[config.mk]
export PLATFORM = sky130hd
export DESIGN_NAME = jtag_blaster_engine
export DESIGN_NICKNAME = d
export VERILOG_FILES = /design/src/rtl/jtag_blaster_engine.sv
export SDC_FILE = /design/constraint.sdc
export NUM_CORES = 1
export LEC_CHECK = 0
export CORE_MARGIN = 3
export CORE_UTILIZATION = 46
export DETAILED_ROUTE_END_ITERATION = 6
export GPL_TIMING_DRIVEN = 1
export PLACE_DENSITY = 0.69
export SETUP_SLACK_MARGIN = 0.3
export SLEW_MARGIN = 20
export SYNTH_ARGS = -nofsm -noshare
export SYNTH_HDL_FRONTEND = slang
export SYNTH_SLANG_ARGS = --single-unit
[constraint.sdc]
create_clock -name CLK -period 2.6 [get_ports CLK]
set_input_delay 0.39 -clock CLK [delete_from_list [all_inputs] [get_ports CLK]]
set_output_delay 0.39 -clock CLK [all_outputs]
set_load 0.01 [all_outputs]
[src/rtl/jtag_blaster_engine.sv]
// ---------------------------------------------------------------------------
// jtag_blaster_engine
//
// Byte-command interpreter for the USB-Blaster family. Command bytes are
// pulled from an RX FIFO and turned into JTAG / Active-Serial pin activity.
// Sampled TDO/ASDO data is returned to the host through a TX FIFO.
//
// Command byte decoding (when no shift count is pending):
//   bit7 = 0 : bit-bang byte. It drives TCK=b0, TMS=b1, nCE=b2, nCS=b3,
//              TDI=b4 and OE=b5. If b6=1, one readback byte is returned.
//   bit7 = 1 : header byte. b[5:0] gives the number of following bytes to
//              shift out LSB first. b6 requests a readback byte for each
//              shifted byte.
//
// Parameters
//   TCK_HALF   TCK high time and low time in CLK cycles (2..255).
//   RX_RD_LAT  RX FIFO read latency: 0 = show-ahead, 1 = normal FIFO.
//
// Compile-time option
//   JTAG_ENGINE_AS_MODE_EN  When defined, Active-Serial support is built in.
//                           When undefined, B_NCE/B_NCS are tied high, the
//                           shift carry always comes from B_TDO and B_ASDO
//                           is ignored.
//
// Ports
//   CLK        in   single clock, rising edge
//   nRST       in   synchronous active-low reset
//   B_TDO      in   JTAG TDO
//   B_ASDO     in   Active-Serial data out
//   B_TCK      out  JTAG TCK
//   B_TMS      out  JTAG TMS
//   B_TDI      out  JTAG TDI
//   B_NCE      out  Active-Serial nCE
//   B_NCS      out  Active-Serial nCS
//   B_OE       out  LED / output enable
//   RX_EMPTY   in   RX FIFO empty
//   RX_RD_REQ  out  RX FIFO read strobe, one cycle per byte
//   D_IN       in   RX FIFO data
//   TX_FULL    in   TX FIFO full
//   TX_WR_REQ  out  TX FIFO write strobe, one cycle per byte
//   D_OUT      out  TX FIFO data, valid while TX_WR_REQ is high
//   BUSY       out  engine active or shift bytes still pending
// ---------------------------------------------------------------------------
module jtag_blaster_engine #(
    parameter int TCK_HALF  = 2,
    parameter int RX_RD_LAT = 1
) (
    input  logic       CLK,
    input  logic       nRST,
    input  logic       B_TDO,
    input  logic       B_ASDO,
    output logic       B_TCK,
    output logic       B_TMS,
    output logic       B_TDI,
    output logic       B_NCE,
    output logic       B_NCS,
    output logic       B_OE,
    input  logic       RX_EMPTY,
    output logic       RX_RD_REQ,
    input  logic [7:0] D_IN,
    input  logic       TX_FULL,
    output logic       TX_WR_REQ,
    output logic [7:0] D_OUT,
    output logic       BUSY
);

    typedef enum logic [3:0] {
        IDLE,
        RD_REQ,
        RD_WAIT,
        PARSE,
        BITS,
        HDR,
        BIT_SETUP,
        TCK_HI,
        TCK_LO,
        TX_WAIT,
        TX_WR
    } state_t;

    // Phase counter load values. TCK_HI counts down from TCK_HALF-1, so the
    // first high cycle is recognised by the counter still holding its load
    // value. TCK_LO lasts one cycle less, because BIT_SETUP supplies the
    // remaining low cycle of the bit period.
    localparam logic [7:0] PH_HI_FIRST = 8'(TCK_HALF - 1);
    localparam logic [7:0] PH_LO_START = 8'(TCK_HALF - 2);
    localparam logic       SHOW_AHEAD  = (RX_RD_LAT == 0);

    state_t      state;
    state_t      next_state;

    logic [7:0]  shifter;
    logic [5:0]  byte_cnt;
    logic        rd_flag;
    logic [2:0]  bit_idx;
    logic [7:0]  phase;
    logic        carry;

    logic        carry_in;
    logic [7:0]  readback;

`ifdef JTAG_ENGINE_AS_MODE_EN
    // With nCS deasserted the JTAG chain is being shifted; otherwise the
    // serial flash is selected and its data comes back on ASDO.
    assign carry_in = B_NCS ? B_TDO : B_ASDO;
    assign readback = {6'b0, B_ASDO, B_TDO};
`else
    logic unused_asdo;

    assign carry_in    = B_TDO;
    assign readback    = {7'b0, B_TDO};
    assign unused_asdo = B_ASDO;
    assign B_NCE       = 1'b1;
    assign B_NCS       = 1'b1;
`endif

    // ------------------------------------------------------------------
    // State register
    // ------------------------------------------------------------------
    always_ff @(posedge CLK) begin
        if (!nRST) begin
            state <= IDLE;
        end else begin
            state <= next_state;
        end
    end

    // ------------------------------------------------------------------
    // Next-state logic and FIFO strobes
    // ------------------------------------------------------------------
    always_comb begin
        next_state = state;
        RX_RD_REQ  = 1'b0;
        TX_WR_REQ  = 1'b0;
        D_OUT      = 8'h00;

        case (state)
            IDLE: begin
                if (!RX_EMPTY) begin
                    next_state = RD_REQ;
                end
            end

            RD_REQ: begin
                RX_RD_REQ  = 1'b1;
                next_state = SHOW_AHEAD ? PARSE : RD_WAIT;
            end

            RD_WAIT: begin
                next_state = PARSE;
            end

            PARSE: begin
                if (byte_cnt != 6'd0) begin
                    next_state = BIT_SETUP;
                end else if (shifter[7]) begin
                    next_state = HDR;
                end else begin
                    next_state = BITS;
                end
            end

            BITS: begin
                next_state = shifter[6] ? TX_WAIT : IDLE;
            end

            HDR: begin
                next_state = IDLE;
            end

            BIT_SETUP: begin
                next_state = TCK_HI;
            end

            TCK_HI: begin
                if (phase == 8'd0) begin
                    next_state = TCK_LO;
                end
            end

            TCK_LO: begin
                if (phase == 8'd0) begin
                    if (bit_idx == 3'd7) begin
                        next_state = rd_flag ? TX_WAIT : IDLE;
                    end else begin
                        next_state = BIT_SETUP;
                    end
                end
            end

            TX_WAIT: begin
                if (!TX_FULL) begin
                    next_state = TX_WR;
                end
            end

            TX_WR: begin
                TX_WR_REQ  = 1'b1;
                D_OUT      = shifter;
                next_state = IDLE;
            end

            default: begin
                next_state = IDLE;
            end
        endcase
    end

    assign BUSY = (state != IDLE) || (byte_cnt != 6'd0);

    // ------------------------------------------------------------------
    // Pins, byte count and read flag (reset-controlled)
    // ------------------------------------------------------------------
    always_ff @(posedge CLK) begin
        if (!nRST) begin
            B_TCK    <= 1'b0;
            B_TMS    <= 1'b0;
            B_TDI    <= 1'b0;
            B_OE     <= 1'b0;
`ifdef JTAG_ENGINE_AS_MODE_EN
            B_NCE    <= 1'b1;
            B_NCS    <= 1'b1;
`endif
            byte_cnt <= 6'd0;
            rd_flag  <= 1'b0;
        end else begin
            case (state)
                PARSE: begin
                    // First data bit goes out together with TCK low, so
                    // TDO is already valid when BIT_SETUP samples it.
                    if (byte_cnt != 6'd0) begin
                        B_TCK <= 1'b0;
                        B_TDI <= shifter[0];
                    end
                end

                BITS: begin
                    B_TCK <= shifter[0];
                    B_TMS <= shifter[1];
`ifdef JTAG_ENGINE_AS_MODE_EN
                    B_NCE <= shifter[2];
                    B_NCS <= shifter[3];
`endif
                    B_TDI <= shifter[4];
                    B_OE  <= shifter[5];
                end

                HDR: begin
                    byte_cnt <= shifter[5:0];
                    rd_flag  <= shifter[6];
                end

                BIT_SETUP: begin
                    B_TDI <= shifter[0];
                    B_TCK <= 1'b1;
                end

                TCK_HI: begin
                    // Falling edge of TCK: present the next bit right away
                    // so it is stable for the whole low half-period.
                    if (phase == 8'd0) begin
                        B_TCK <= 1'b0;
                        if (bit_idx != 3'd7) begin
                            B_TDI <= shifter[0];
                        end
                    end
                end

                TCK_LO: begin
                    if ((phase == 8'd0) && (bit_idx == 3'd7) && (byte_cnt != 6'd0)) begin
                        byte_cnt <= byte_cnt - 6'd1;
                    end
                end

                default: begin
                end
            endcase
        end
    end

    // ------------------------------------------------------------------
    // Shifter, carry, bit index and phase counter (data path, no reset)
    // ------------------------------------------------------------------
    always_ff @(posedge CLK) begin
        case (state)
            RD_REQ: begin
                if (SHOW_AHEAD) begin
                    shifter <= D_IN;
                end
            end

            RD_WAIT: begin
                shifter <= D_IN;
            end

            PARSE: begin
                bit_idx <= 3'd0;
            end

            BITS: begin
                shifter <= readback;
            end

            BIT_SETUP: begin
                carry <= carry_in;
                phase <= PH_HI_FIRST;
            end

            TCK_HI: begin
                if (phase == PH_HI_FIRST) begin
                    shifter <= {carry, shifter[7:1]};
                end
                if (phase == 8'd0) begin
                    phase <= PH_LO_START;
                end else begin
                    phase <= phase - 8'd1;
                end
            end

            TCK_LO: begin
                if (phase == 8'd0) begin
                    if (bit_idx != 3'd7) begin
                        bit_idx <= bit_idx + 3'd1;
                    end
                end else begin
                    phase <= phase - 8'd1;
                end
            end

            default: begin
            end
        endcase
    end

endmodule

== Word level (Yosys, flattened, before mapping) ==
Index checks and enable logic that the tools add are counted.

* Register bits after elaboration: 35
* Memories: 0
* Memory bits (read-only): 0
* Input port bits: 14
* Memory bits (writable): 0
* Latch bits: 0

* $add $sub $neg: 3
* Bitwise gates (word level): 0
* Multiply operators: 0
* Shifts and indexed selects: 0
* Reductions and logical operators: 19
* Divide/modulo/power cells: 0
* Equality and inequality tests: 23
* Mux-type cells: 30
* Magnitude comparators: 0

{| class="wikitable"
|+ Operators with widths
! operator !! count
|-
| one-hot mux 8 bit (3 select lines) || 2
|-
| one-hot mux 4 bit (9 select lines) || 1
|-
| 2-to-1 mux 8 bit || 4
|-
| 2-to-1 mux 4 bit || 7
|-
| inequality test 2 bit, second input constant || 10
|-
| equality test 4 x 3 -> 1 bit, second input constant || 4
|-
| equality test 4 bit, second input constant || 3
|-
| one-hot mux 6 bit (2 select lines) || 1
|-
| equality test 4 x 2 -> 1 bit, second input constant || 2
|-
| equality test 8 x 1 -> 1 bit, second input constant || 1
|-
| logical NOT 8 bit || 1
|-
| 2-to-1 mux 1 bit || 8
|-
| one-hot mux 1 bit (4 select lines) || 2
|-
| AND reduction 4 bit || 2
|-
| nonzero test 4 bit || 2
|-
| subtractor 8 x 1 -> 8 bit, second input constant || 1
|-
| 2-to-1 mux 3 bit || 2
|-
| 2-to-1 mux 6 bit || 1
|-
| one-hot mux 3 bit (2 select lines) || 1
|-
| AND reduction 2 bit || 3
|-
| AND reduction 3 bit || 2
|-
| nonzero test 3 bit || 2
|-
| nonzero test 6 bit || 1
|-
| subtractor 6 x 1 -> 6 bit, second input constant || 1
|-
| 9 further kinds || 11
|}

== Depth between registers and ports, before layout ==
Gate-level depths: netlist (run 1).

* Depth after elaboration: 5
* Gate-level depth with buffers: 8
* Mapped depth without buffers: 7

== Least setup slack after synthesis (run 1) ==
No wires, ideal clock.

* Kind: register to register
* From: register state[2]
* To: register phase[0] (enable)
* Arrival: 1.972 ns
* Clock period less this slack: 2.356 ns
* Cell stages (with the launch flop): 6
* Path buffers: 3
* Slack: 0.244 ns
* Path through: dfxtp_1 buf_2 or4b_1 clkbuf_1 clkbuf_1 o21ai_0

* Longest elaborated chain between the ends: 3
* Elaborated cells on any way between the ends: 6
* Those cells by class: 4 x eq/ne; 2 x reduce/logical

{| class="wikitable"
|+ Ends and longest elaborated chain
! item !! RTL line !! text
|-
| from (decl) || 89 || <nowiki>state_t state;</nowiki>
|-
| from (signal assigned) || 124 || <nowiki>state <= next_state;</nowiki>
|-
| equality test 4 bit / equality test 4 x 3 -> 1 bit (equally long branches) || 285 || <nowiki>case (state)</nowiki>
|-
| inequality test 2 bit (no line) / nonzero test 3 bit (equally long branches) || n/a ||
|-
| AND reduction 2 bit (no line) (*) || n/a ||
|-
| to (signal assigned) || 316 || <nowiki>phase <= phase - 8'd1;</nowiki>
|-
| to (signal assigned) || 326 || <nowiki>phase <= phase - 8'd1;</nowiki>
|-
| to (decl) || 96 || <nowiki>logic [7:0] phase;</nowiki>
|}

Every way passes the cells marked *; elsewhere a longest branch is shown, timed or not.
A chain may end at the register's enable or synchronous reset.

== Final worst setup path (run 1) ==
* From: register byte_cnt[0]
* To: output BUSY

* Longest elaborated chain between the ends: 2

{| class="wikitable"
|+ Ends and longest elaborated chain
! item !! RTL line !! text
|-
| from (decl) || 93 || <nowiki>logic [5:0] byte_cnt;</nowiki>
|-
| from (signal assigned) || 249 || <nowiki>byte_cnt <= shifter[5:0];</nowiki>
|-
| from (signal assigned) || 271 || <nowiki>byte_cnt <= byte_cnt - 6'd1;</nowiki>
|-
| nonzero test 6 bit || 209 || <nowiki>assign BUSY = (state != IDLE) || (byte_cnt != 6'd0);</nowiki>
|-
| logical OR 1 bit || 209 ||
|-
| to (decl) || 64 || <nowiki>output logic BUSY</nowiki>
|}

Every way passes these cells.

==> impl_metrics.tcl, run 1 <==
set metrics [dict create \
    status "completed" \
    die_h_um 74.54 \
    drv_cap 0 \
    rsz0062_at_grt "yes" \
    synthAdderAreaFrac_pct 3.474 \
    design_area_um2 2654 \
    cts_buffers 5 \
    worstMarginPinSlew_ns 0.8370 \
    final-setup-viol-count 0 \
    grt_pass1_vias 1693 \
    grt-ovfl-total 0 \
    cts_tree "built" \
    synth_xor_area_share_pct 2.837 \
    initial_core_util_pct 48.62 \
    worst-setup-path-type "flop to output port" \
    hold_violations 0 \
    fin_util_pct 59.71 \
    grt_max_degree 18 \
    fin_crit_sh_pct 87.41 \
    cellLeakagePower_nw 0.9180 \
    n_antenna_cell 0 \
    synth-simple-area-share_pct 22.41 \
    dp_hpwl_um 3588 \
    arrival_ns 1.88 \
    antenna_found_initial 0 \
    hp-class "flop to flop" \
    ant_nets 0 \
    drive_gt1_share_pct 15.75 \
    area_delta_synth_final_pct 22.81 \
    io_pins 31 \
    syn_area_um2 2161 \
    ctsLongestPathBuffers 2 \
    rrSetupSlack_ns 0.45 \
    irDropWorstVdd_mv 0.5814 \
    maxSlewHeadroom_pct 44.02 \
    synthFlopType "edfxtp_1" \
    setup_tns_ns 0 \
    insertion_delay_ns 0.28 \
    drv_slew 0 \
    die_area_um2 5555 \
    start_kind "flop" \
    crit_required_ns 2.21 \
    fillers 409 \
    synth-edff-count 20 \
    grt_usage_pct 19.35 \
    min_path_cells 2 \
    period_needed_ns 2.273 \
    place_ws_ns 0.2095 \
    ys_ff_latch 35 \
    wire_per_inst_um 15.71 \
    syn_area_per_cell_um2 9.117 \
    vias_per_cell 5.763 \
    muxShareOfSynthArea_pct 1.390 \
    die_x_um 74.54 \
    yosysSeqAreaShare_pct 41.69 \
    worstReg2RegEnd "byte_cnt[5]$_SDFFE_PN0P_" \
    vias 1873 \
    fin_ws_ns 0.3273 \
    power_mw 2.308 \
    rows 24 \
    synth_top_family_by_area "simple AND/OR/NAND/NOR gates" \
    syn_inst 237 \
    core_area_um2 4444 \
    clock.fmax_mhz 440.0 \
    cts-root-buf "clkbuf_8" \
    clk_pin_slew_ns 0.07 \
    p_per_area_nw_per_um2 869.5 \
    grt_pass1_wl_um 8231 \
    min_to "byte_cnt[1]$_SDFFE_PN0P_" \
    htreeDepth 2 \
    drtPass1Iterations 4 \
    nets 292 \
    reg2regPathDepth 8 \
    drt-total-wl_um 5107 \
    drtIter0Drc 93 \
    end_kind "output port" \
    yosysWarnings 0 \
    synth_compound_area_share_pct 22.00 \
    placed_area_um2 2497 \
    drc 0 \
    hp-start "byte_cnt[1]$_SDFFE_PN0P_" \
    fin_skew_ns 0.003417 \
    ys_types 55 \
    cp_max_fo 4 \
    gp_congestion 0.8264 \
    synthArstFlopShare_pct 0 \
    cts.sinks 35 \
    numPortBuffers 27 \
    reg2reg_from "byte_cnt[0]$_SDFFE_PN0P_" \
]
==> routing by layer <==
metal	share of wire, %	global-route usage, %
met5	0	0
met3	6.2	4.459
met4	0.82	5.731
met1	47	27.74
met2	46	29.17
==> cell type report <==
class | count | area (um2) | area share, %
Clock buffer | 6 | 72.57 | 2.735
Timing Repair Buffer | 43 | 385.4 | 14.52
Tap cell | 52 | 65.06 | 2.452
Inverter | 12 | 46.29 | 1.744
Clock inverter | 2 | 8.758 | 0.3300
Sequential cell | 35 | 909.6 | 34.28
Multi-Input combinational cell | 175 | 1166 | 43.94
==> synth_stat cells (5+ instances only) <==
cell type	n	area (um2)
nor2_1	27	101.4
edfxtp_1	20	600.6
nand2_1	17	63.81
dfxtp_1	15	300.3
a21oi_1	12	60.06
and2_1	11	68.82
inv_1	10	37.54
o21ai_0	9	45.04
a22o_1	7	61.31
nor3_1	7	35.03
o2bb2ai_1	7	61.31
clkbuf_1	6	22.52
ha_1	6	75.07
buf_2	5	25.02
o211ai_1	5	37.54
==> kinds of logic after synthesis <==
| logic type | after synthesis |
|---|---|
| and+or+nand+nor | 90 |
| DFF | 35 |
| adders and majority gates | 6 |
| AOI/OAI and AO/OA | 67 |
| xor gates and xnor gates | 7 |
| muxes | 3 |
| buffers and inverters | 28 |
| other | 1 |
==> flip-flops by register name (all words and copies together) (netlist names) <==
name / cells
bit_idx: 3
shifter: 8
state: 4
byte_cnt: 6
B_TMS: 1
B_TDI: 1
B_TCK: 1
phase: 8
rd_flag: 1
B_OE: 1
carry: 1
==> what timing repair did <==
| action | 4_1_cts | 5_1_grt |
|---|---|---|
| hold buffers | 0 | 0 |
| resized for setup | 11 | 9 |
| endpoints found under the setup margin | 8 | 16 |
| pin swaps | 2 | 2 |
| cloned | 0 | 0 |
| hold endpoints to repair | 0 | 0 |
| buffers inserted | 2 | 3 |
==> worst max path at each step <==
| stage | from | end | depth (start not counted) |
|---|---|---|---|
| after global placement | byte_cnt[0]$_SDFFE_PN0P_ | BUSY | 6 |
| after CTS | byte_cnt[0]$_SDFFE_PN0P_ | BUSY | 6 |
| after floorplan | state[2]$_SDFFE_PN0P_ | phase[0]$_DFFE_PP_ | 5 |
| after detailed placement | byte_cnt[0]$_SDFFE_PN0P_ | BUSY | 6 |
| after global routing | byte_cnt[0]$_SDFFE_PN0P_ | BUSY | 6 |
| final | byte_cnt[0]$_SDFFE_PN0P_ | BUSY | 6 |
==> cells in the final DEF (no fill, tap or decap), types with 8 or more instances in the layout <==
master / count
nor2_1: 26
edfxtp_1: 20
a21oi_1: 12
nand2_1: 16
dfxtp_1: 10
clkdlybuf4s50_1: 26
o21ai_0: 8
buf_4: 16
and2_1: 11
==> worst max-delay path, stage by stage (launching register included) <==
cell,delay [ns]
dfxtp_2,0.34
inv_2,0.08
ha_4,0.13
or4b_4,0.45
or2_4,0.25
nand4b_1,0.19
buf_2,0.16
==> per-stage QoR <==
step           hold slack (ns)  instances
2_1_floorplan           0.4542        238
3_3_place_gp            0.4688        312
3_5_place_dp            0.4774        312
4_1_cts                 0.4722        322
5_1_grt                 0.5057        325
6_report                0.4777        325
==> power by group <==
group / total (mW) / internal, mW / leakage (nW) / switching, mW
registers: 0.889 / 0.755 / 0.308 / 0.134
logic: 1.04 / 0.444 / 0.568 / 0.600
clock network: 0.374 / 0.184 / 0.0426 / 0.190
total: 2.31 / 1.38 / 0.918 / 0.925
Power figures use the tool's default switching activity.
==> run 2: changes to the inputs <==
- HOLD_SLACK_MARGIN: not set -> 0.05
==> results of run 2 <==
Final layout, timing and power as in run 1 (identical DEF).
==> patch 1 (config.mk and constraints of run 1) <==
The option `JTAG_ENGINE_AS_MODE_EN` is turned on by a define.
--- a/src/rtl/jtag_blaster_engine.sv
+++ b/src/rtl/jtag_blaster_engine.sv
@@ -42,4 +42,6 @@
 //   BUSY       out  engine active or shift bytes still pending
 // ---------------------------------------------------------------------------
+`define JTAG_ENGINE_AS_MODE_EN
+
 module jtag_blaster_engine #(
     parameter int TCK_HALF  = 2,
Formal check against the unedited RTL: not equivalent (a bounded check fails within 10 cycles, from zero or initial values and one cycle with nRST low).
==> patch 1 against run 1 <==
Power increased by 7.8%. Area after synthesis grew 9.6%. Setup slack improved by 0.015 ns. Design area up 13%. Critical path type unchanged. Sequential cell count increased by 2. Routed wire length rose by 16%. Clock power rose by 40%.
==> patch 1: results (changes against run 1) <==
[finish]
nets=324  ; was 292
antennaDiodeCount=0  ; unchanged
drive_gt1_frac=0.1443  ; was 0.1575
fin_cells=372  ; was 325

[logic_synthesis]
synthDistinctLibCells=53  ; was 55
synth-edff-count=20  ; unchanged
ys_top_cells_by_area=edfxtp_1, dfxtp_1, nor2_1  ; unchanged
ys.warnings.count=0  ; unchanged
synthFlopType=edfxtp_1  ; unchanged
synthTopCellsByCount=nor2_1, nand2_1, edfxtp_1, dfxtp_1, and2_1  ; was nor2_1, edfxtp_1, nand2_1, dfxtp_1, a21oi_1
ys_seq_area_frac=0.3975  ; was 0.4169
syn_area_per_cell_um2=8.967  ; was 9.117 um2
synthArstFlopShare=0  ; unchanged
syn_nets=284

[clocking]
htree_levels=2  ; unchanged
path_clk_slew_ns=0.08
cts_made_buffers=5  ; unchanged
root_buffer=clkbuf_8  ; unchanged
clock_latency_ns=0.29

[grt]
antenna_found_initial=0  ; unchanged
grt_first_pass_wirelength_um=9660  ; was 8231 um
track_usage=0.2000  ; was 0.1935
grt_max_degree=27  ; was 18
grt_pass1_vias=1986  ; was 1693

[min_path]
hold_path_depth=2  ; unchanged
min_from=rd_flag  ; was byte_cnt[1]

[routing]
detail_route.iter0.violations=135  ; was 93
wl_um=5947  ; was 5107 um
drt-pass1-iter-count=4  ; unchanged
num_vias=2109  ; was 1873

[placement]
portBuffers=30  ; was 27
dp_hpwl_um=4134  ; was 3588 um
dp_cells=360  ; was 312
place_area_um2=2795  ; was 2497 um2
place_ws_ns=0.2585  ; was 0.2095 ns
routabilityCongestion=0.9105  ; was 0.8264

[timing]
tightestPinTransition_ns=0.5575  ; was 0.8370 ns
clock_skew_ns=0.005955  ; was 0.003417 ns

[critical_path]
arrival_ns=1.87
startpoint_type=register  ; unchanged
rr_worst_depth=7  ; was 8

[power]
peakVddDrop_v=0.0004939  ; was 0.0005814 V
leakagePower_nw=1.100  ; was 0.9180 nW

[outcome]
status=finished, final reports clean  ; unchanged

-- patch 1: cell types whose count changed in the layout (fill, tap and decap cells not counted), moves of 3 or more --
cell       change
nand2_1        +8
o211ai_1       -4
o32ai_1        +3
and2_1         +4
dfxtp_1        +5
o2bb2ai_1      -7
a211oi_1       +3
mux2i_1        +3
o22ai_1        +5
o21ai_0        +3
-- patch 1: worst max-delay path: stages, from the launching register on --
cell	delay [ns]
dfxtp_1	0.35
inv_2	0.09
ha_4	0.15
or4b_4	0.50
nor2_4	0.13
nand2_1	0.07
dlygate4sd2_1	0.29
-- patch 1: repair_timing --
action,4_1_cts,5_1_grt
buffers inserted,2,1
resized for setup,6,12
pin swaps,0,1
setup endpoints to repair,8,14
cloned,0,1
-- patch 1: cells by family after synthesis --
family,Yosys count,share of synthesized area
AO/OA/AOI/OAI,68,0.1993
XOR/XNOR,6,0.02220
buffers and inverters,27,0.04651
AND/OR/NAND/NOR,112,0.2680
adder cells (fa/ha/maj),6,0.03171
multiplexers,8,0.03488
flip-flops,37,0.3975
-- patch 1: final cells by class --
type	instances	area [um2]
Clock buffer	7	86.33
Multi-Input combinational cell	200	1359
Fill cell	425	1854
Tap cell	67	83.83
Sequential cell	37	943.4
Inverter	11	41.29
Clock inverter	1	30.03
Timing Repair Buffer	49	450.4
-- patch 1: path summary, 6_finish.rpt --
| kind | end | slack, ns |
|---|---|---|
| setup / recovery | BUSY | 0.34 |
| hold reg to reg | rd_flag | 0.46 |
| setup reg to reg | byte_cnt[1] | 0.45 |
| hold / removal | rd_flag | 0.46 |
-- patch 1: metrics by stage --
stage | utilization | power [mW] | hold WS, ns
floorplan | - | 1.587 | 0.4366
global placement | 0.5765 | 1.929 | 0.4464
detailed placement | 0.5765 | 1.934 | 0.4530
CTS | 0.6072 | 2.465 | 0.4632
global route | 0.6175 | 2.639 | 0.4977
finish | 0.6175 | 2.487 | 0.4632
-- patch 1: layer usage --
metal	up-vias	GRT usage	share of wire
met1	986	0.2709	0.46
li1	1057	-	-
met3	7	0.03364	0.043
met2	59	0.3313	0.48
met5	-	0	0
met4	0	0.04804	0.0096
-- patch 1: report_power, final --
group          switching, mW  internal [mW]  total, mW
clock                  0.209          0.313      0.522
sequential             0.134          0.782      0.916
combinational          0.565          0.484       1.05
total                  0.908           1.58       2.49
==> patch 2 (config.mk and constraints of run 1) <==
Without the edit above. Re-encode `state_t` (11 states) as one-hot, 11 bits wide.
--- a/src/rtl/jtag_blaster_engine.sv
+++ b/src/rtl/jtag_blaster_engine.sv
@@ -65,16 +65,16 @@
 );
 
-    typedef enum logic [3:0] {
-        IDLE,
-        RD_REQ,
-        RD_WAIT,
-        PARSE,
-        BITS,
-        HDR,
-        BIT_SETUP,
-        TCK_HI,
-        TCK_LO,
-        TX_WAIT,
-        TX_WR
+    typedef enum logic [10:0] {
+        IDLE      = 11'b00000000001,
+        RD_REQ    = 11'b00000000010,
+        RD_WAIT   = 11'b00000000100,
+        PARSE     = 11'b00000001000,
+        BITS      = 11'b00000010000,
+        HDR       = 11'b00000100000,
+        BIT_SETUP = 11'b00001000000,
+        TCK_HI    = 11'b00010000000,
+        TCK_LO    = 11'b00100000000,
+        TX_WAIT   = 11'b01000000000,
+        TX_WR     = 11'b10000000000
     } state_t;
 
Check against the original RTL: same outputs for any inputs over 10 cycles, from zero or initial values and one cycle with nRST low; not proved beyond that.
==> patch 2 against run 1 <==
Global-route usage rose by 2.7 points. Design area up 24%. Routed wire length up 34%. Sequential cell count is 7 higher. Sequential share of layout area is 2.4 points lower. Critical path depth increased by 1. Area after synthesis increased by 13%. Setup slack worse by 0.13 ns. Critical endpoint is now D_OUT[4]. Critical path type unchanged. Utilization rose by 7.0 points.
Power is not compared: it rests on default switching activity, and its combinational part moved more than twofold at a synthesized area within 25%.
==> patch 2: results (changes against run 1) <==
[placement]
dp_hpwl_um=4461  ; was 3588 um
routabilityCongestion=0.8889  ; was 0.8264
place_area_um2=2934  ; was 2497 um2
place_ws_ns=0.1167  ; was 0.2095 ns

[outcome]
status=finished, final reports clean  ; unchanged

[timing]
clock.fmax_mhz=416.7  ; was 440.0 MHz
clock_skew_ns=0.006912  ; was 0.003417 ns
tightestPinTransition_ns=0.4988  ; was 0.8370 ns

[routing]
routedWlPerCell_um=17.01  ; was 15.71 um
detail_route.iter0.violations=183  ; was 93
drt-pass1-iter-count=5  ; was 4
vias_per_cell=5.768  ; was 5.763

[logic_synthesis]
synth_compound_area_frac=0.1578  ; was 0.2200
synth_xor_area_frac=0.02860  ; was 0.02837
synth_fa_ha_area_frac=0.03575  ; was 0.03474
synthFlopType=dfxtp_1  ; was edfxtp_1
synth-edff-count=20  ; unchanged
synthArstFlopShare=0  ; unchanged
ys_top_cells_by_area=edfxtp_1, dfxtp_1, nand2_1  ; was edfxtp_1, dfxtp_1, nor2_1
synthDistinctLibCells=56  ; was 55
synthTopCellsByCount=nand2_1, nor2_1, dfxtp_1, edfxtp_1, and2_1  ; was nor2_1, edfxtp_1, nand2_1, dfxtp_1, a21oi_1
muxShareOfSynthArea=0.004086  ; was 0.01390
ys_seq_area_frac=0.4249  ; was 0.4169

[critical_path]
path_max_fanout=6  ; was 4
arrival_ns=2.01  ; was 1.88 ns

[grt]
track_usage=0.2205  ; was 0.1935
grt_first_pass_wirelength_um=10820  ; was 8231 um
grt_pass1_vias=2190  ; was 1693

[finish]
largestRegisters=state: 11 flops, phase: 8 flops, shifter: 8 flops  ; was phase: 8 flops, shifter: 8 flops, byte_cnt: 6 flops
drive_gt1_frac=0.2904  ; was 0.1575
nets=354  ; was 292

[clocking]
clock_latency_ns=0.30  ; was 0.28 ns

## patch 2: layout make-up
| cell class | instances | area (um2) |
|---|---|---|
| clock inverters | 2 | 7.507 |
| multi-input cells | 210 | 1460 |
| repair buffers | 66 | 583.1 |
| fillers | 411 | 1643 |
| well taps | 67 | 83.83 |
| inverters | 8 | 30.03 |
| flip-flops and latches | 42 | 1052 |
| clock buffers | 6 | 82.58 |
## patch 2: what timing repair did
action,4_1_cts,5_1_grt
cloned,1,0
pin swaps,11,8
setup endpoints to repair,34,40
setup buffers,7,6
resized for setup,60,35
## patch 2: kinds of logic (layout without fill, tap and decap cells)
logic type      Yosys count  after routing
simple gates            136            137
buf+inv                  26             82
mux                       1              1
flops                    42             42
other cells               1              2
xor+xnor                  8              8
compound gates           55             55
fa+ha+maj                 7              7
## patch 2: final timing paths
check / cells past startpoint / slack (ns) / to / startpoint
max reg2reg: 6 / 0.24 / byte_cnt[2] / state[2]
min reg2reg: 2 / 0.47 / byte_cnt[4] / byte_cnt[4]
min: 2 / 0.47 / byte_cnt[4] / byte_cnt[4]
max: 7 / 0.20 / D_OUT[4] / state[2]
## patch 2: stage by stage
stage | std cells | power (mW) | util
2_1_floorplan | 277 | 0.9444 | -
3_3_place_gp | 379 | 1.077 | 0.5937
3_5_place_dp | 379 | 1.077 | 0.5937
4_1_cts | 395 | 1.537 | 0.6337
5_1_grt | 401 | 1.664 | 0.6676
6_report | 401 | 1.598 | 0.6676
## patch 2: power by group through the flow
stage                     Sequential [mW]  Combinational, mW  Clock (mW)
final                               0.722              0.439       0.437
after CTS                           0.724              0.373       0.441
after detailed placement            0.736              0.341           0
after global placement              0.735              0.341           0
after global routing                0.725              0.473       0.466
after floorplan                     0.728              0.217           0
## patch 2: worst max-delay path, cell delays in order, from the launching register on
cell and delay (ns):
dfxtp_4 0.37, or4_4 0.52, nor2_4 0.11, buf_6 0.11, and4b_2 0.26, buf_6 0.11, and2_4 0.13, buf_6 0.09
## patch 2: per-layer routing
metal	global-route usage	share of wire
met5	0	0
met1	0.2971	0.43
met3	0.04989	0.072
met2	0.3392	0.47
met4	0.09450	0.024
